--- src/rtl/aq_dtu_trig_pulse_gen.sv ---
// aq_dtu_trig_pulse_gen: paces queued DTU trigger events into spaced single-cycle pulses for the CDC synchroniser.
// Defining AQ_DTU_TRIG_COALESCE_EN collapses pending events into a single flag and disables overflow reporting.
module aq_dtu_trig_pulse_gen #(
    parameter int CNT_WIDTH  = 4,
    parameter int GAP_CYCLES = 16,
    parameter int GAP_WIDTH  = 5
) (
    input  logic                 src_clk,
    input  logic                 src_rst,
    input  logic                 trig_evt,
    input  logic                 trig_en,
    input  logic                 ovf_clr,
    output logic                 src_pulse,
    output logic [CNT_WIDTH-1:0] pend_cnt,
    output logic                 evt_ovf,
    output logic                 busy
);
    typedef enum logic [1:0] {IDLE, PULSE, GAP} state_t;
    state_t               state;
    logic [GAP_WIDTH-1:0] gap_cnt;
    logic                 pend_any;
    assign src_pulse = state == PULSE;
    assign busy      = state != IDLE;
    always_ff @(posedge src_clk)
        if (src_rst) begin
            state   <= IDLE;
            gap_cnt <= '0;
        end else
            case (state)
                IDLE:  state <= pend_any ? PULSE : IDLE;
                PULSE: begin
                    state   <= GAP;
                    gap_cnt <= GAP_WIDTH'(GAP_CYCLES - 1);
                end
                GAP:
                    if (gap_cnt == '0) state <= (pend_any & trig_en) ? PULSE : IDLE;
                    else gap_cnt <= gap_cnt - 1'b1;
                default: state <= IDLE;
            endcase
`ifdef AQ_DTU_TRIG_COALESCE_EN
    logic pend_flag;
    logic unused_ovf_clr;
    assign unused_ovf_clr = ovf_clr;
    assign pend_any       = pend_flag;
    assign pend_cnt       = {{(CNT_WIDTH-1){1'b0}}, pend_flag};
    assign evt_ovf        = 1'b0;
    // an event landing in the pulse cycle re-arms the flag rather than being absorbed
    always_ff @(posedge src_clk)
        if (src_rst) pend_flag <= 1'b0;
        else pend_flag <= trig_en & (trig_evt | (pend_flag & ~src_pulse));
`else
    localparam logic [CNT_WIDTH-1:0] CNT_MAX = '1;
    logic full, inc, dec, ovf_set;
    assign pend_any = pend_cnt != '0;
    assign full     = pend_cnt == CNT_MAX;
    assign inc      = trig_evt & trig_en & ~full;
    assign dec      = src_pulse & pend_any;
    assign ovf_set  = trig_evt & trig_en & full & ~src_pulse;
    always_ff @(posedge src_clk)
        if (src_rst) begin
            pend_cnt <= '0;
            evt_ovf  <= 1'b0;
        end else begin
            pend_cnt <= trig_en ? pend_cnt + CNT_WIDTH'(inc) - CNT_WIDTH'(dec) : '0;
            evt_ovf  <= ovf_set | (evt_ovf & ~ovf_clr);
        end
`endif
endmodule

--- config.mk ---
export PLATFORM = sky130hd
export DESIGN_NAME = aq_dtu_trig_pulse_gen
export DESIGN_NICKNAME = d
export VERILOG_FILES = /design/src/rtl/aq_dtu_trig_pulse_gen.sv
export SDC_FILE = /design/constraint.sdc
export NUM_CORES = 1
export LEC_CHECK = 0
export CAP_MARGIN = 20
export CORE_AREA = 2 2 41 43
export CTS_BUF_LIST = sky130_fd_sc_hd__clkbuf_8
export DETAILED_ROUTE_END_ITERATION = 16
export DIE_AREA = 0 0 43 45
export PLACE_DENSITY = 0.83
export SLEW_MARGIN = 20
export SYNTH_ARGS = -nofsm -noshare
export SYNTH_HDL_FRONTEND = slang
export SYNTH_SLANG_ARGS = --single-unit
--- constraint.sdc ---
create_clock -name src_clk -period 2 [get_ports src_clk]
set_input_delay 0.4 -clock src_clk [delete_from_list [all_inputs] [get_ports src_clk]]
set_output_delay 0.4 -clock src_clk [all_outputs]
set_load 0.05 [all_outputs]
==> flow_metrics.tcl <==
set metrics [dict create \
    status "finished clean" \
    avgSynthCellArea_um2 9.10 \
    place_area_um2 880 \
    initial_core_util_pct 47.0 \
    grt_pass1_wl_um 2580 \
    hold_buffers 0 \
    cp.arrival_ps 2100 \
    ys_seq_area_share_pct 34.7 \
    grt_overflow 0 \
    num_rows 14 \
    io_pins 12 \
    p_comb_share_pct 17.7 \
    p_leak_nw 0.375 \
    cap_violations 0 \
    grt_setup_unrepaired "yes" \
    clock_latency_ps 240 \
    dieArea_um2 1940 \
    cts.clk_slew.worst_paths_ps 60 \
    htreeDepth 1 \
    grt_use_total_pct 17.8 \
    vias 617 \
    rr_worst_depth 10 \
    fin_nets 109 \
    ant_nets 0 \
    routedWlPerCell_um 14.1 \
    tightest_slew_ps 505 \
    seqPwrFrac_pct 43.3 \
    cts_num_sinks 12 \
    worst_setup_path_start_kind "flip-flop" \
    synth_warnings 0 \
    relSlewSlack_pct 66.3 \
    final_util_pct 67.2 \
    post-route-drc-count 0 \
    reg2reg_from "pend_cnt[2]" \
    gp_congestion 0.800 \
    io_buffers 11 \
    end_kind "flip-flop" \
    finalSetupViolations 0 \
    setup.worst_path.start "pend_cnt[2]" \
    required_ps 2130 \
    finalSetupTns_ps 0 \
    p_int_uw 430 \
    reg2reg_to "pend_cnt[1]" \
    first_global_vias 648 \
    fmax_mhz 509 \
    area_growth_pct 42.9 \
    antenna_cells 0 \
    grt_max_degree 11 \
    syn_nets 89 \
    dp_hpwl_um 1130 \
    r2r_setup_slack_ps 30 \
    die_h_um 45 \
    drt_iter0_markers 12 \
    powerDensity_nw_per_um2 595 \
    irDropWorstVdd_uv 302 \
    switching_share_pct 26.9 \
    final_area_um2 988 \
    worstSetupPathType "reg -> reg" \
    period_minus_slack_ps 1970 \
    antenna_found_initial 0 \
    maxSlewViolCount 0 \
    hp-class "reg -> reg" \
    final_common_cell "clkdlybuf4s50_1" \
    viasPerCell 5.56 \
    numCtsBuffers 3 \
    clkPwrFrac_pct 39.1 \
    p_switching_uw 159 \
    wirelength_um 1570 \
    dr.pass1.iters 4 \
    hold_viol 0 \
    cts_buffer_depth 2 \
    drive_above_1_share_pct 34.7 \
    synth_area_um2 692 \
    ys_types 32 \
    fin_crit_sh_pct 98.3 \
    ys_seq_elements 12 \
    crit_end "pend_cnt[1]" \
    core_area_um2 1470 \
    die_w_um 43 \
    final_cell_mix "clkdlybuf4s50_1 (9), dfxtp_1 (8), buf_4 (7), inv_1 (6)" \
    cts_tree "done" \
    worstPathMaxFanout 3 \
    cts_root_buffer "clkbuf_8" \
    netlist_instances 76 \
    fin_skew_ps 3.77 \
    fill_cells 122 \
]
## critical path: stages (launching register included)
cell and delay (ps):
dfxtp_4 370, inv_4 40, ha_4 140, nor3b_4 140
nor2b_2 170, ha_4 220, inv_2 60, ha_4 120
inv_2 40, fa_2 530, nor2_2 30
## metrics by stage
stage / hold WS [ps] / cells / setup slack [ps] / total power, mW
finish: 533 / 111 / 34.7 / 0.589
global route: 552 / 111 / -17.8 / 0.610
CTS: 530 / 110 / 6.93 / 0.587
detailed placement: 517 / 105 / -184 / 0.356
global placement: 503 / 105 / -156 / 0.353
floorplan: 480 / 76 / -25.9 / 0.324
## synthesized netlist by cell type
cell,number,area (um^2)
a2111oi_2,1,15.0
a211oi_1,3,22.5
a21o_1,1,7.51
a21oi_1,2,10.0
a311oi_1,1,8.76
a31oi_1,1,6.26
and2_1,1,6.26
and3_2,1,7.51
buf_2,1,5.00
clkbuf_1,1,3.75
dfxtp_1,12,240
fa_1,1,20.0
ha_1,7,87.6
inv_1,10,37.5
mux2i_1,1,10.0
nand2_1,3,11.3
nand2b_1,3,18.8
nand3_1,2,10.0
nor2_1,4,15.0
nor2b_1,5,31.3
nor3_1,2,10.0
nor3b_1,1,7.51
nor4_1,3,18.8
nor4b_1,1,8.76
nor4b_2,1,15.0
o21ai_0,1,5.00
o21bai_1,1,7.51
o32ai_1,1,8.76
or2_2,1,6.26
or4_1,1,7.51
or4b_4,1,13.8
xor2_1,1,8.76
## flip-flops by register name, summed over array words and instances, names as in the netlist
| name | cells |
|---|---|
| pend_cnt | 4 |
| state | 2 |
| evt_ovf | 1 |
| gap_cnt | 5 |
## worst min-delay path by stage
stage,start,to,slack [ps],cells past startpoint
after detailed placement,gap_cnt[0],gap_cnt[0],520,2
after floorplan,state[0],state[0],480,1
final,gap_cnt[4],gap_cnt[4],530,1
after CTS,gap_cnt[0],gap_cnt[0],530,2
after global routing,gap_cnt[0],gap_cnt[0],550,2
after global placement,gap_cnt[0],gap_cnt[0],500,2
## metal layers
metal	wire (um)	vias to the layer above	track usage (%)
li1	-	304	-
met1	675	299	19.1
met2	820	10	34.2
met3	37	4	2.80
met4	34	0	8.48
met5	0	-	0
## final cells by class
class / count / area (um^2) / share of cell area (%)
Clock inverter: 1 / 3.75 / 0.380
Timing Repair Buffer: 17 / 163 / 16.5
Clock buffer: 3 / 41.3 / 4.18
Multi-Input combinational cell: 52 / 470 / 47.6
Sequential cell: 12 / 250 / 25.3
Inverter: 10 / 40.0 / 4.05
Tap cell: 16 / 20.0 / 2.03
## power by group through the flow
stage | sequential, mW | combinational [mW] | clock, mW
2_1_floorplan | 0.263 | 0.0605 | 0
3_3_place_gp | 0.259 | 0.0942 | 0
3_5_place_dp | 0.259 | 0.0965 | 0
4_1_cts | 0.255 | 0.101 | 0.232
5_1_grt | 0.256 | 0.114 | 0.240
6_report | 0.255 | 0.104 | 0.230
## timing repair
item | in CTS | in global routing
pin swaps | 1 | 5
endpoints found under the setup margin | 3 | 3
hold endpoints to repair | 0 | 0
resized for setup | 4 | 6
buffers inserted | 1 | 1
## cell families after synthesis
family | synth area share (%)
buffers and inverters | 6.69
AO/OA/AOI/OAI | 13.2
XOR/XNOR | 1.27
flip-flops | 34.7
adder cells (fa/ha/maj) | 15.6
multiplexers | 1.45
AND/OR/NAND/NOR | 27.1
Power figures use the tool's default switching activity.
